<file path="config.mk">
export PLATFORM = sky130hd
export DESIGN_NAME = instr_fetch_flat
export DESIGN_NICKNAME = d
export VERILOG_FILES = /design/src/rtl/instr_fetch_pkg.sv /design/src/rtl/instr_fetch_if.sv /design/src/rtl/instr_fetch_fifo.sv /design/src/rtl/instr_fetch.sv /design/src/flat_wrapper.sv
export SDC_FILE = /design/constraint.sdc
export NUM_CORES = 1
export LEC_CHECK = 0
export BUFFER_PORTS_ARGS = -buffer_cell sky130_fd_sc_hd__buf_2
export CAP_MARGIN = 20
export CORE_ASPECT_RATIO = 1.75
export CORE_MARGIN = 2
export CORE_UTILIZATION = 58
export CTS_CLUSTER_DIAMETER = 50
export DETAILED_ROUTE_END_ITERATION = 6
export HOLD_SLACK_MARGIN = 0.12
export PLACE_DENSITY = 0.79
export SKIP_LAST_GASP = 1
export SLEW_MARGIN = 30
export SYNTH_ARGS = -nofsm -noshare
export SYNTH_HDL_FRONTEND = slang
export SYNTH_SLANG_ARGS = --single-unit
</file>
<file path="constraint.sdc">
create_clock -name clk_i -period 10.3 [get_ports clk_i]
set_input_delay 1.03 -clock clk_i [delete_from_list [all_inputs] [get_ports clk_i]]
set_output_delay 1.03 -clock clk_i [all_outputs]
set_load 0.05 [all_outputs]
</file>
<file path="src/rtl/instr_fetch_pkg.sv">
// instr_fetch shared types: bus widths, FSM states, prefetch entry layout.
// Imported by the fetch interface, FIFO and top.
package instr_fetch_pkg;

   localparam int ADR_WIDTH   = 16;
   localparam int DAT_WIDTH   = 64;
   localparam int WORD_BYTES  = DAT_WIDTH / 8;
   localparam int ENTRY_WIDTH = DAT_WIDTH + ADR_WIDTH + 1;

   typedef enum logic [1:0] {
      FETCH_IDLE    = 2'd0,
      FETCH_REQ     = 2'd1,
      FETCH_RELEASE = 2'd2,
      FETCH_HALT    = 2'd3
   } fetch_state_e;

   typedef struct packed {
      logic [DAT_WIDTH-1:0] dat;
      logic [ADR_WIDTH-1:0] pc;
      logic                 fault;
   } fetch_entry_t;

   function automatic logic [ADR_WIDTH-1:0] align_pc(
      input logic [ADR_WIDTH-1:0] pc
   );
      return pc & ~ADR_WIDTH'(WORD_BYTES - 1);
   endfunction

endpackage

</file>
<file path="src/rtl/instr_fetch_if.sv">
// Wishbone fetch port and decode-side instruction handshake.
// Master modports belong to instr_fetch.
interface fetch_wb_if;
   import instr_fetch_pkg::*;

   logic                 cyc;
   logic                 stb;
   logic                 we;
   logic [ADR_WIDTH-1:0] adr;
   logic [DAT_WIDTH-1:0] dat;
   logic                 ack;
   logic                 err;

   modport master (
      output cyc, stb, we, adr,
      input  dat, ack, err
   );

   modport slave (
      input  cyc, stb, we, adr,
      output dat, ack, err
   );
endinterface

interface fetch_ins_if;
   import instr_fetch_pkg::*;

   logic                 valid;
   logic                 ready;
   logic [DAT_WIDTH-1:0] ins;
   logic [ADR_WIDTH-1:0] pc;
   logic                 fault;

   modport master (
      output valid, ins, pc, fault,
      input  ready
   );

   modport slave (
      input  valid, ins, pc, fault,
      output ready
   );
endinterface

</file>
<file path="src/rtl/instr_fetch_fifo.sv">
// Prefetch FIFO with flush and a registered head entry.
// Head is zero whenever the FIFO is empty.
module instr_fetch_fifo
   import instr_fetch_pkg::*;
#(
   parameter int DEPTH = 4,
   localparam int PW = $clog2(DEPTH),
   localparam int CW = PW + 1
) (
   input  logic         clk_i,
   input  logic         rst_i,
   input  logic         flush_i,
   input  logic         push_i,
   input  fetch_entry_t push_entry_i,
   input  logic         pop_i,
   output logic [CW-1:0] count_o,
   output logic         head_valid_o,
   output fetch_entry_t head_o
);

   logic [ENTRY_WIDTH-1:0] mem_q [DEPTH];
   logic [PW-1:0] rd_q, rd_d, wr_q, wr_d;
   logic [CW-1:0] cnt_q, cnt_d, left;
   logic          valid_q, valid_d, do_pop;
   fetch_entry_t  head_q, head_d;

   always_comb begin
      do_pop  = pop_i & valid_q & ~flush_i;
      left    = cnt_q - CW'(do_pop);
      rd_d    = rd_q + PW'(do_pop);
      wr_d    = wr_q + PW'(push_i);
      cnt_d   = left + CW'(push_i);
      if (flush_i) begin
         rd_d  = '0;
         wr_d  = '0;
         cnt_d = '0;
      end
      valid_d = (cnt_d != '0);
      head_d  = '0;
      // A push into an otherwise-empty FIFO bypasses the array.
      if (valid_d) begin
         if (push_i && left == '0)
            head_d = push_entry_i;
         else
            head_d = fetch_entry_t'(mem_q[rd_d]);
      end
   end

   always_ff @(posedge clk_i) begin
      if (push_i && !flush_i)
         mem_q[wr_q] <= push_entry_i;
   end

   always_ff @(posedge clk_i) begin
      if (!rst_i) begin
         rd_q    <= '0;
         wr_q    <= '0;
         cnt_q   <= '0;
         valid_q <= 1'b0;
         head_q  <= '0;
      end else begin
         rd_q    <= rd_d;
         wr_q    <= wr_d;
         cnt_q   <= cnt_d;
         valid_q <= valid_d;
         head_q  <= head_d;
      end
   end

   assign count_o      = cnt_q;
   assign head_valid_o = valid_q;
   assign head_o       = head_q;

endmodule

</file>
<file path="src/rtl/instr_fetch.sv">
// Wishbone instruction fetch master feeding a prefetch FIFO.
// Bus errors become fault entries; redirect flushes and restarts.
module instr_fetch
   import instr_fetch_pkg::*;
#(
   parameter logic [ADR_WIDTH-1:0] RESET_VECTOR = '0,
   parameter int DEPTH = 4
) (
   input  logic                 clk_i,
   input  logic                 rst_i,
   fetch_wb_if.master           fetch,
   fetch_ins_if.master          ins,
   input  logic                 redirect_i,
   input  logic [ADR_WIDTH-1:0] redirect_pc_i
);

   localparam int CW = $clog2(DEPTH) + 1;

   fetch_state_e         state_q, state_d;
   logic [ADR_WIDTH-1:0] fetch_pc_q, fetch_pc_d;
   logic [ADR_WIDTH-1:0] req_adr_q, req_adr_d;
   logic                 discard_q, discard_d;
   logic                 stb, push, issue, done;
   fetch_entry_t         push_entry, head;
   logic [CW-1:0]        count;

   assign issue = (count < CW'(DEPTH)) & ~redirect_i;
   assign done  = fetch.ack | fetch.err;

   always_comb begin
      state_d    = state_q;
      fetch_pc_d = fetch_pc_q;
      req_adr_d  = req_adr_q;
      discard_d  = discard_q;
      stb        = 1'b0;
      push       = 1'b0;
      push_entry = '0;
      unique case (state_q)
         FETCH_IDLE: begin
            if (issue) begin
               stb       = 1'b1;
               req_adr_d = fetch_pc_q;
               state_d   = FETCH_REQ;
            end
         end
         FETCH_REQ: begin
            stb = 1'b1;
            if (done) begin
               discard_d = 1'b0;
               state_d   = FETCH_RELEASE;
               if (!discard_q && !redirect_i) begin
                  push             = 1'b1;
                  push_entry.pc    = req_adr_q;
                  push_entry.fault = ~fetch.ack;
                  if (fetch.ack) begin
                     push_entry.dat = fetch.dat;
                     fetch_pc_d = req_adr_q + ADR_WIDTH'(WORD_BYTES);
                  end else begin
                     state_d = FETCH_HALT;
                  end
               end
            end else if (redirect_i) begin
               discard_d = 1'b1;
            end
         end
         FETCH_RELEASE: state_d = FETCH_IDLE;
         FETCH_HALT: begin
            if (redirect_i)
               state_d = FETCH_IDLE;
         end
      endcase
      if (redirect_i)
         fetch_pc_d = align_pc(redirect_pc_i);
   end

   always_ff @(posedge clk_i) begin
      if (!rst_i) begin
         state_q    <= FETCH_IDLE;
         fetch_pc_q <= align_pc(RESET_VECTOR);
         req_adr_q  <= align_pc(RESET_VECTOR);
         discard_q  <= 1'b0;
      end else begin
         state_q    <= state_d;
         fetch_pc_q <= fetch_pc_d;
         req_adr_q  <= req_adr_d;
         discard_q  <= discard_d;
      end
   end

   // Strobe drops during reset so a held slave ack cannot leak over.
   assign fetch.cyc = stb & rst_i;
   assign fetch.stb = stb & rst_i;
   assign fetch.we  = 1'b0;
   assign fetch.adr = (state_q == FETCH_REQ) ? req_adr_q : fetch_pc_q;

   instr_fetch_fifo #(.DEPTH(DEPTH)) u_fifo (
      .clk_i        (clk_i),
      .rst_i        (rst_i),
      .flush_i      (redirect_i),
      .push_i       (push),
      .push_entry_i (push_entry),
      .pop_i        (ins.ready),
      .count_o      (count),
      .head_valid_o (ins.valid),
      .head_o       (head)
   );

   assign ins.ins   = head.dat;
   assign ins.pc    = head.pc;
   assign ins.fault = head.fault;

endmodule

</file>
<file path="src/flat_wrapper.sv">
// flat-port wrapper written by rule: the top's interface ports become plain ports
module instr_fetch_flat import instr_fetch_pkg::*;
#(
   parameter logic [ADR_WIDTH-1:0] RESET_VECTOR = '0,
   parameter int DEPTH = 4
)
  (clk_i, rst_i, redirect_i, redirect_pc_i, fetch_cyc, fetch_stb, fetch_we, fetch_adr, fetch_dat, fetch_ack, fetch_err, ins_valid, ins_ins, ins_pc, ins_fault, ins_ready);
  fetch_wb_if fetch_i ();
  fetch_ins_if ins_i ();
  input  logic clk_i;
  input  logic rst_i;
  input  logic redirect_i;
  input  logic [ADR_WIDTH-1:0] redirect_pc_i;
  output wire logic [$bits(fetch_i.cyc)-1:0] fetch_cyc;
  output wire logic [$bits(fetch_i.stb)-1:0] fetch_stb;
  output wire logic [$bits(fetch_i.we)-1:0] fetch_we;
  output wire logic [$bits(fetch_i.adr)-1:0] fetch_adr;
  input wire logic [$bits(fetch_i.dat)-1:0] fetch_dat;
  input wire logic [$bits(fetch_i.ack)-1:0] fetch_ack;
  input wire logic [$bits(fetch_i.err)-1:0] fetch_err;
  output wire logic [$bits(ins_i.valid)-1:0] ins_valid;
  output wire logic [$bits(ins_i.ins)-1:0] ins_ins;
  output wire logic [$bits(ins_i.pc)-1:0] ins_pc;
  output wire logic [$bits(ins_i.fault)-1:0] ins_fault;
  input wire logic [$bits(ins_i.ready)-1:0] ins_ready;
  assign fetch_cyc = fetch_i.cyc;
  assign fetch_stb = fetch_i.stb;
  assign fetch_we = fetch_i.we;
  assign fetch_adr = fetch_i.adr;
  assign fetch_i.dat = fetch_dat;
  assign fetch_i.ack = fetch_ack;
  assign fetch_i.err = fetch_err;
  assign ins_valid = ins_i.valid;
  assign ins_ins = ins_i.ins;
  assign ins_pc = ins_i.pc;
  assign ins_fault = ins_i.fault;
  assign ins_i.ready = ins_ready;
  instr_fetch #(.RESET_VECTOR(RESET_VECTOR), .DEPTH(DEPTH)) u_core (.clk_i(clk_i), .rst_i(rst_i), .fetch(fetch_i), .ins(ins_i), .redirect_i(redirect_i), .redirect_pc_i(redirect_pc_i));
endmodule
</file>
==> flow_summary.yaml, run 1 <==
sta:
  setup_viol: 0
  drv_slew: 0
  holdWs_ns: 0.4579
  fin_skew_ns: 0.01544
  post-route-min-period_ns: 4.512
  hold_viol_final: 0
  fmax_ghz: 0.2216
  tns_ns: 0
  slew_headroom: 0.3687
  finalCritPeriodShare: 0.4381
  rsz0062_at_grt: "no"
  worst_pin_slew_ns: 0.9470
clocking:
  cts_tree: "done"
  cts_setup_buffers: 0
  cts_hold_buffers: 0
  clockBufferDepth: 3
  cts_root_buf: "clkbuf_16"
  clk_latency_ns: 0.54
  numClockSinks: 448
  clk_pin_slew_worst_paths_ns: 0.07
  h-tree-depth: 2
  cts-resized-gates: 0
  numCtsBuffers: 38
synth:
  syn_area_per_cell_um2: 11.95
  yosys.area.top_type: "edfxtp_1"
  syn-instance-count: 1456
  synth_area_um2: 17400
  yosys_register_bits: 448
  async_flop_share: 0
  ys_seq_area_frac: 0.7017
  synth_cell_types: 41
  syn-num-nets: 1547
  synth_edf_count: 324
  synthTopCellsByArea: "edfxtp_1 56%, dfxtp_1 14%, nand2_1 9.3%"
  synthFlopType: "edfxtp_1"
  yosysTopAreaCellShare: 0.5590
  yosysWarnings: 0
placement:
  dp_hpwl_um: 21490
  io_buffers: 182
  gp_congestion: 0.8522
  post-place-cells: 1936
final_layout:
  drive_above_1_share: 0.1717
  nNetsFinal: 1686
  syn_to_final_growth_pct: 14.10
  final_cells: 2007
  fin_util: 0.6733
  diodes: 0
detailed_routing:
  drt_first_pass_iters: 6
  vias_per_cell: 5.888
  drc: 0
  wirelength_um: 39850
  avgRoutedWirePerCell_um: 19.85
  drtAntennaViolNets: 0
  drt_iter0_drc: 1218
  num_vias: 11820
setup_path:
  cp_slowest_stage_delay_ns: 0.85
  cp-start-kind: "flop"
  crit_fanout: 80
  worstPathCellList: "nand2b_1 -> or4_1 -> inv_1 -> ha_1 -> ha_1 -> xor2_1 -> a21oi_1 -> nor2b_4 -> buf_6 -> a32o_1"
  critical_path.startpoint: "u_core.state_q[0]"
  critical_path.slowest_cell: "or4_1"
  rr_startpoint: "u_core.state_q[0]"
  crit_buf_inv: 2
  arrival_ns: 4.98
  end_kind: "flop"
  cpLargestDelayFamily: "simple AND/OR/NAND/NOR gates"
  critical_path_class: "flop to flop"
  cp.required_ns: 10.76
  cp_common_cell: "ha_1"
hold_path:
  hold_path.class: "flop to flop"
  hold_start: "u_core.fetch_pc_q[10]"
global_routing:
  grt_max_degree: 86
  grt_usage: 0.2514
  grt_pass1_vias: 11560
  antenna_found_initial: 1
  grt_pass1_wl_um: 61180
  overflow: 0
die:
  die-area_um2: 31460
  pin_count: 187
  die_y_um: 233.2
  die_w_um: 134.9
  initial_core_util: 0.5901
  core_area_um2: 29490
  rows: 83
status:
  outcome: "completed"
pwr:
  ir_drop_mv: 0.1433
  power.density_nw_per_um2: 182.8
  leakage_nw: 7.429
  totalPowerFinal_mw: 3.630
run:
  maxCapViolCount: 0
routing by layer:
layer	GRT usage	routed length [um]	vias up	part of all wire
met1	0.3029	15060	5836	0.38
met2	0.4519	21130	456	0.53
li1	-	-	5446	-
met4	0.09961	1267	2	0.032
met5	0	13	-	0.00033
met3	0.03711	2368	77	0.059
state kept, by name, indices dropped and copies added, names as in the netlist:
name / flops
u_core.u_fifo.mem_q: 324
u_core.u_fifo.head_o: 81
u_core.fetch_pc_q: 16
u_core.req_adr_q: 16
u_core.u_fifo.count_o: 3
u_core.state_q: 2
u_core.u_fifo.rd_q: 2
u_core.u_fifo.wr_q: 2
u_core.discard_q: 1
u_core.u_fifo.head_valid_o: 1
worst paths after layout:
check	end	slack, ns	cells past startpoint
setup / recovery	u_core.u_fifo.head_o[9]	5.79	10
setup reg to reg	u_core.u_fifo.head_o[9]	5.79	10
hold / removal	u_core.req_adr_q[10]	0.46	2
hold reg to reg	u_core.req_adr_q[10]	0.46	2
cells in the mapped netlist (2+ instances only):
master	count
a211o_1	7
a21oi_1	31
a221oi_1	2
a32o_1	80
and2_1	84
and3_1	6
buf_1	4
buf_2	9
buf_4	9
buf_6	10
clkbuf_1	72
dfxtp_1	124
edfxtp_1	324
ha_1	5
inv_1	5
mux2i_1	2
nand2_1	429
nand2b_1	3
nand3_1	165
nand3b_1	2
nand4_1	3
nor2_1	29
nor2b_1	5
nor3_1	5
nor3b_1	4
nor4_1	3
o21ai_0	7
xnor2_1	10
xor2_1	5
final cells by class:
class | count | area [um2]
Clock buffer | 52 | 1105
Sequential cell | 448 | 12210
Fill cell | 2056 | 9635
Timing Repair Buffer | 203 | 1104
Multi-Input combinational cell | 899 | 4730
Inverter | 5 | 18.77
Tap cell | 382 | 478.0
Clock inverter | 18 | 211.5
metrics by stage:
step,setup slack [ns],area (um2)
final,5.788,19860
after global routing,5.598,19860
after CTS,5.837,19830
after detailed placement,5.518,18510
after global placement,5.345,18500
after floorplan,1.895,17400
placed cells by master, fill, tap and decap left out, drive strengths merged, types with 12 or more instances in the layout:
cell type	n
clkinv	12
a32o	80
nand2	429
buf	203
dfxtp	124
clkbuf	52
nand3	165
and2	84
edfxtp	324
a21oi	31
nor2	29
tightest hold or removal path, stage by stage (launching register included):
cell and delay, ns:
dfxtp_1 0.32, nand2_1 0.06, a21oi_1 0.05
cell families after synthesis:
kind of cell    count (synthesis)  synth area share
compound gates                132           0.06391
xor+xnor                       15          0.007548
fa+ha+maj                       5          0.003595
buf+inv                       109           0.03041
flops                         448            0.7017
mux                             4          0.002588
other cells                     1         0.0002155
simple gates                  742            0.1901
power breakdown:
| group | switching, mW | total [mW] | internal (mW) | leakage (nW) |
|---|---|---|---|---|
| sequential | 0.0157 | 1.96 | 1.95 | 3.66 |
| clock | 0.625 | 1.49 | 0.860 | 0.646 |
| combinational | 0.130 | 0.181 | 0.0515 | 3.12 |
Power figures use the tool's default switching activity.
==> run 2, diff against run 1 <==
--- a/config.mk
+++ b/config.mk
@@ -5,15 +5,16 @@
 export SDC_FILE = /design/constraint.sdc
 export NUM_CORES = 1
 export LEC_CHECK = 0
+export ABC_AREA = 1
 export BUFFER_PORTS_ARGS = -buffer_cell sky130_fd_sc_hd__buf_2
 export CAP_MARGIN = 20
 export CORE_ASPECT_RATIO = 1.75
 export CORE_MARGIN = 2
-export CORE_UTILIZATION = 58
+export CORE_UTILIZATION = 54
 export CTS_CLUSTER_DIAMETER = 50
 export DETAILED_ROUTE_END_ITERATION = 6
 export HOLD_SLACK_MARGIN = 0.12
-export PLACE_DENSITY = 0.79
+export PLACE_DENSITY = 0.76
 export SKIP_LAST_GASP = 1
 export SLEW_MARGIN = 30
 export SYNTH_ARGS = -nofsm -noshare
==> constraint.sdc (replaced) <==
create_clock -name clk_i -period 3.75 [get_ports clk_i]
set_input_delay 0.375 -clock clk_i [delete_from_list [all_inputs] [get_ports clk_i]]
set_output_delay 0.375 -clock clk_i [all_outputs]
set_load 0.05 [all_outputs]
==> run 2 against run 1 <==
  * Clock-buffer cell count up 5
  * Critical path type is now input port to flop
  * Area after synthesis up 17%
  * Wire length up 28%
  * Utilization down 5.4 points
  * First-iteration DRC count up 27%
  * Highest routed layer unchanged
==> flow_summary.yaml, run 2 <==
sta:
  holdWs_ns: 0.1538
  worst_pin_slew_ns: 0.9397
  tns_ns: 0
  fin_skew_ns: 0.01351
  rsz0062_at_grt: "no"
  post-route-min-period_ns: 2.801
  slew_headroom: 0.3735
  fmax_ghz: 0.3570
  finalWorstSetupSlack_ns: 0.9489
  finalCritPeriodShare: 0.7470
  drv_slew: 0
  setup_viol: 0
  hold_viol_final: 0
setup_path:
  cp_common_cell: "buf_4"
  cp_slowest_stage_delay_ns: 0.70
  worstPathCellList: "buf_2 -> inv_6 -> buf_4 -> nand4_1 -> buf_4 -> nand3_4 -> buf_4 -> nand2_1 -> nand3_1 -> nand3_1 -> nand2_1 -> inv_1"
  rr_startpoint: "u_core.u_fifo.head_valid_o"
  critical_path_class: "input port to flop"
  end_kind: "flop"
  critical_path.slowest_cell: "buf_4"
  cp-start-kind: "input port"
  critical_path.startpoint: "redirect_i"
  crit_fanout: 81
  cp.required_ns: 4.20
  arrival_ns: 3.25
run:
  maxCapViolCount: 0
die:
  initial_core_util: 0.5441
  die_w_um: 150.8
  core_area_um2: 37400
  pin_count: 187
  die_y_um: 260.8
  rows: 94
  die-area_um2: 39320
synth:
  synth_cell_types: 30
  syn_area_per_cell_um2: 8.825
  synthTopCellsByArea: "edfxtp_1 48%, dfxtp_1 12%, inv_1 11%"
  synth_most_common_cell: "inv_1"
  synth_area_um2: 20350
  synth_edf_count: 324
  syn-instance-count: 2306
  yosysTopAreaCellShare: 0.4781
  yosys.area.top_type: "edfxtp_1"
  yosys_register_bits: 448
  syn-num-nets: 2397
  yosysWarnings: 0
  synthFlopType: "edfxtp_1"
  ys_seq_area_frac: 0.6001
  async_flop_share: 0
  synthTopCellsByCount: "584 x inv_1, 465 x nand2_1, 339 x nand3_1, 324 x edfxtp_1, 168 x nand4_1"
clocking:
  cts_root_buf: "clkbuf_16"
  clk_latency_ns: 0.56
  cts_tree: "done"
  numClockSinks: 448
  h-tree-depth: 2
  cts-resized-gates: 0
  clk_pin_slew_worst_paths_ns: 0.07
  clockBufferDepth: 3
  numCtsBuffers: 41
global_routing:
  grt_pass1_vias: 16090
  grt_usage: 0.2596
  grt_pass1_wl_um: 79920
  overflow: 0
  antenna_found_initial: 3
  grt_max_degree: 163
detailed_routing:
  drt_first_pass_iters: 6
  drtAntennaViolNets: 0
  avgRoutedWirePerCell_um: 17.40
  drt_iter0_drc: 1550
  num_vias: 16110
  vias_per_cell: 5.480
  drc: 0
  wirelength_um: 51150
final_layout:
  drive_above_1_share: 0.1224
  final_common_cell: "inv_1"
  syn_to_final_growth_pct: 13.84
  regArea_um2: 12210
  fillerInstances: 2993
  multi_input_area_um2: 5421
  fin_util: 0.6194
  postLayoutCellArea_um2: 23170
  most-common-layout-cells: "584 x inv_1, 460 x nand2_1, 338 x nand3_1, 324 x edfxtp_1, 182 x buf_2"
  regMostFlops: "u_core.u_fifo.mem_q"
  nNetsFinal: 2518
  final_cells: 2940
  diodes: 0
  largest_register_ffs: 324
hold_path:
  hold_start: "redirect_pc_i[8]"
  hold_path.class: "input port to flop"
pwr:
  leakage_nw: 11.84
  totalPowerFinal_mw: 10.63
  power.density_nw_per_um2: 458.9
  ir_drop_mv: 0.4602
placement:
  post-place-cells: 2857
  pre_cts_ws_ns: 0.4650
  place_area_um2: 21650
  io_buffers: 182
  dp_hpwl_um: 28720
  gp_congestion: 0.9225
status:
  outcome: "completed"
run 2: cell type report:
cell class / count / area share
Inverter: 588 / 0.09548
Timing Repair Buffer: 223 / 0.05498
Sequential cell: 448 / 0.5271
Tap cell: 480 / 0.02592
Clock buffer: 57 / 0.05174
Clock inverter: 19 / 0.01075
Multi-Input combinational cell: 1125 / 0.2340
run 2: what timing repair did:
| item | 4_1_cts | 5_1_grt |
|---|---|---|
| hold buffers | 7 | 0 |
| endpoints found under the hold margin | 7 | 0 |
| buffers inserted | 0 | 0 |
run 2: critical path: cells and delay by family:
family                 cells  cell delay [ns]
buffers and inverters      6             1.89
and+or+nand+nor            6             0.92
run 2: path summary, 6_finish.rpt:
kind	endpoint	slack (ns)	cells past startpoint
setup / recovery	u_core.u_fifo.head_o[33]	0.95	12
setup reg to reg	u_core.u_fifo.head_o[21]	1.11	14
hold reg to reg	u_core.fetch_pc_q[6]	0.50	2
hold / removal	u_core.fetch_pc_q[8]	0.15	5
run 2: layer usage:
metal,track usage,up-vias,part of all wire
met3,0.03392,155,0.076
met2,0.4672,793,0.52
met5,0,-,0.00096
met1,0.2993,7553,0.36
met4,0.1324,6,0.042
li1,-,7605,-
run 2: logic make-up after synthesis:
| family | share of synthesized area |
|---|---|
| AO/OA/AOI/OAI | 0.02158 |
| XOR/XNOR | 0.001722 |
| adder cells (fa/ha/maj) | 0.003074 |
| buffers and inverters | 0.1394 |
| flip-flops | 0.6001 |
| other | 0.0001843 |
| AND/OR/NAND/NOR | 0.2339 |
run 2: power by group:
| part | total, mW | internal, mW | switching, mW | leakage [nW] |
|---|---|---|---|---|
| Clock | 4.46 | 2.65 | 1.80 | 0.710 |
| Sequential | 5.39 | 5.35 | 0.0376 | 3.96 |
| Combinational | 0.787 | 0.206 | 0.581 | 7.17 |
| Total | 10.6 | 8.21 | 2.42 | 11.8 |
==> run 3, diff against run 2 <==
--- a/config.mk
+++ b/config.mk
@@ -10,11 +10,11 @@
 export CAP_MARGIN = 20
 export CORE_ASPECT_RATIO = 1.75
 export CORE_MARGIN = 2
-export CORE_UTILIZATION = 54
+export CORE_UTILIZATION = 60
 export CTS_CLUSTER_DIAMETER = 50
 export DETAILED_ROUTE_END_ITERATION = 6
 export HOLD_SLACK_MARGIN = 0.12
-export PLACE_DENSITY = 0.76
+export PLACE_DENSITY = 0.8
 export SKIP_LAST_GASP = 1
 export SLEW_MARGIN = 30
 export SYNTH_ARGS = -nofsm -noshare
==> constraint.sdc (replaced) <==
create_clock -name clk_i -period 2.9 [get_ports clk_i]
set_input_delay 0.29 -clock clk_i [delete_from_list [all_inputs] [get_ports clk_i]]
set_output_delay 0.29 -clock clk_i [all_outputs]
set_load 0.05 [all_outputs]
==> run 3 against run 2 <==
  * Critical path depth is 2 higher
  * Die area is 9.8% lower
  * Critical path type is now flop to flop
  * Non-clock buffer count up 41
  * Final cell count is 0.48% higher
  * Wire length about the same
  * Worst setup slack got worse by 0.70 ns
  * Total power rose by 24%
  * Clock power is 15% higher
  * First-iteration DRC count decreased by 12%
  * Sequential power is 29% higher
  * Combinational power grew 37%
  * Flip-flop and latch count unchanged
==> flow_summary.yaml, run 3 (synthesized netlist as in run 2, its figures left out) <==
status:
  outcome: "completed"
setup_path:
  worstPathCellList: "nand3_1 -> xor2_4 -> inv_1 -> ha_1 -> ha_1 -> nand2_1 -> nor2_1 -> nor2_1 -> nand2_4 -> buf_12 -> nand2_1 -> inv_1 -> nand2_1 -> inv_1"
  cpLargestDelayFamily: "simple AND/OR/NAND/NOR gates"
  cp.required_ns: 3.38
  cp-start-kind: "flop"
  arrival_ns: 3.13
  critical_path.slowest_cell: "dfxtp_1"
  end_kind: "flop"
  cp_slowest_stage_delay_ns: 0.43
  crit_fanout: 82
  critical_path_class: "flop to flop"
  crit_buf_inv: 4
final_layout:
  final_cells: 2954
  syn_to_final_growth_pct: 15.54
  regMostFlops: "u_core.u_fifo.mem_q"
  most-common-layout-cells: "584 x inv_1, 460 x nand2_1, 338 x nand3_1, 324 x edfxtp_1, 182 x buf_2"
  diodes: 0
  final_common_cell: "inv_1"
  fillerInstances: 2431
  nNetsFinal: 2558
  largest_register_ffs: 324
  drive_above_1_share: 0.1204
  multi_input_area_um2: 5428
  regArea_um2: 12210
die:
  rows: 89
  die_w_um: 143.2
  die_y_um: 247.6
  die-area_um2: 35470
  core_area_um2: 33630
  initial_core_util: 0.6051
  pin_count: 187
detailed_routing:
  drt-met1-wl_um: 17890
  drc: 0
  drt_iter0_drc: 1362
  route.met3.wl_um: 3731
  drtAntennaViolNets: 0
  wirelength_um: 51200
  wl_met2_um: 27470
  avgRoutedWirePerCell_um: 17.33
  num_vias: 16300
  vias_per_cell: 5.517
  drt_first_pass_iters: 5
  top_layer: "met5"
pwr:
  ir_drop_mv: 0.5472
  leakage_nw: 11.98
  power.density_nw_per_um2: 560.4
sta:
  slew_headroom: 0.3933
  rsz0062_at_grt: "no"
  drv_slew: 0
  fin_skew_ns: 0.01175
  finalCritPeriodShare: 0.9154
  worst_pin_slew_ns: 0.9101
  finalWorstSetupSlack_ns: 0.2453
  fmax_ghz: 0.3767
  post-route-min-period_ns: 2.655
  hold_viol_final: 0
  setup_viol: 0
clocking:
  clk_latency_ns: 0.56
  cts-resized-gates: 0
  cts_setup_buffers: 0
  cts_root_buf: "clkbuf_16"
  cts_hold_buffers: 46
  numClockSinks: 448
  h-tree-depth: 2
  clockBufferDepth: 3
  cts_tree: "done"
  clk_pin_slew_worst_paths_ns: 0.07
  numCtsBuffers: 40
placement:
  gp_congestion: 0.8856
  dp_hpwl_um: 28430
  pre_cts_ws_ns: -0.1152
  io_buffers: 182
  post-place-cells: 2834
global_routing:
  antenna_found_initial: 2
  grt_max_degree: 170
  grt_pass1_vias: 16850
  grt_usage: 0.2875
  grt_pass1_wl_um: 80130
  overflow: 0
hold_path:
  hold_path.class: "input port to flop"
run:
  maxCapViolCount: 0
==> run 3: changes by cell type in the layout (fill, tap and decap cells not counted), moves of 2 or more <==
| cell | delta |
|---|---|
| buf_12 | +12 |
| bufinv_16 | -5 |
| dlygate4sd3_1 | +39 |
| buf_4 | -10 |
| clkbuf_8 | -2 |
| clkinv_2 | +4 |
| clkbuf_16 | -2 |
| clkinv_1 | -3 |
| clkbuf_1 | +3 |
==> run 3: final cells by class <==
cell class / count / share of cell area
Sequential cell: 448 / 0.5194
Tap cell: 455 / 0.02421
Clock buffer: 56 / 0.04816
Timing Repair Buffer: 264 / 0.07779
Multi-Input combinational cell: 1125 / 0.2308
Inverter: 588 / 0.09397
Clock inverter: 18 / 0.005640
==> run 3: report_power, final <==
group	switching (mW)	internal [mW]	leakage, nW
clock	2.29	2.84	0.623
sequential	0.0497	6.92	3.96
combinational	0.765	0.312	7.39
==> run 3: final timing paths <==
| check | from | endpoint | slack [ns] | cells after the start |
|---|---|---|---|---|
| setup / recovery | u_core.u_fifo.head_valid_o | u_core.u_fifo.head_o[23] | 0.25 | 14 |
| hold / removal | fetch_dat[31] | u_core.u_fifo.mem_q[2][48] | 0.13 | 3 |
| setup reg to reg | u_core.u_fifo.head_valid_o | u_core.u_fifo.head_o[23] | 0.25 | 14 |
| hold reg to reg | u_core.fetch_pc_q[4] | u_core.fetch_pc_q[4] | 0.49 | 2 |
==> run 3: stage by stage <==
| step | setup TNS (ns) | hold slack, ns | total power, mW | cell area [um2] | utilization |
|---|---|---|---|---|---|
| 4_1_cts | 0 | 0.1216 | 13.19 | 23510 | 0.6991 |
| 5_1_grt | 0 | 0.1462 | 13.54 | 23510 | 0.6992 |
| 2_1_floorplan | -76.28 | 0.4601 | 7.798 | 20420 | - |
| 3_3_place_gp | 0 | 0.4767 | 8.082 | 21790 | 0.6478 |
| 3_5_place_dp | -1.746 | 0.4873 | 8.112 | 21790 | 0.6478 |
| 6_report | 0 | 0.1339 | 13.18 | 23510 | 0.6992 |
==> run 3: per-layer routing <==
| layer | vias up | track usage |
|---|---|---|
| met5 | - | 0 |
| met2 | 821 | 0.5343 |
| li1 | 7681 | - |
| met1 | 7633 | 0.3093 |
| met3 | 157 | 0.03936 |
| met4 | 4 | 0.1629 |
==> run 3: worst min-delay path: stages <==
cell	delay, ns
buf_2	0.08
nand2_1	0.09
inv_1	0.12
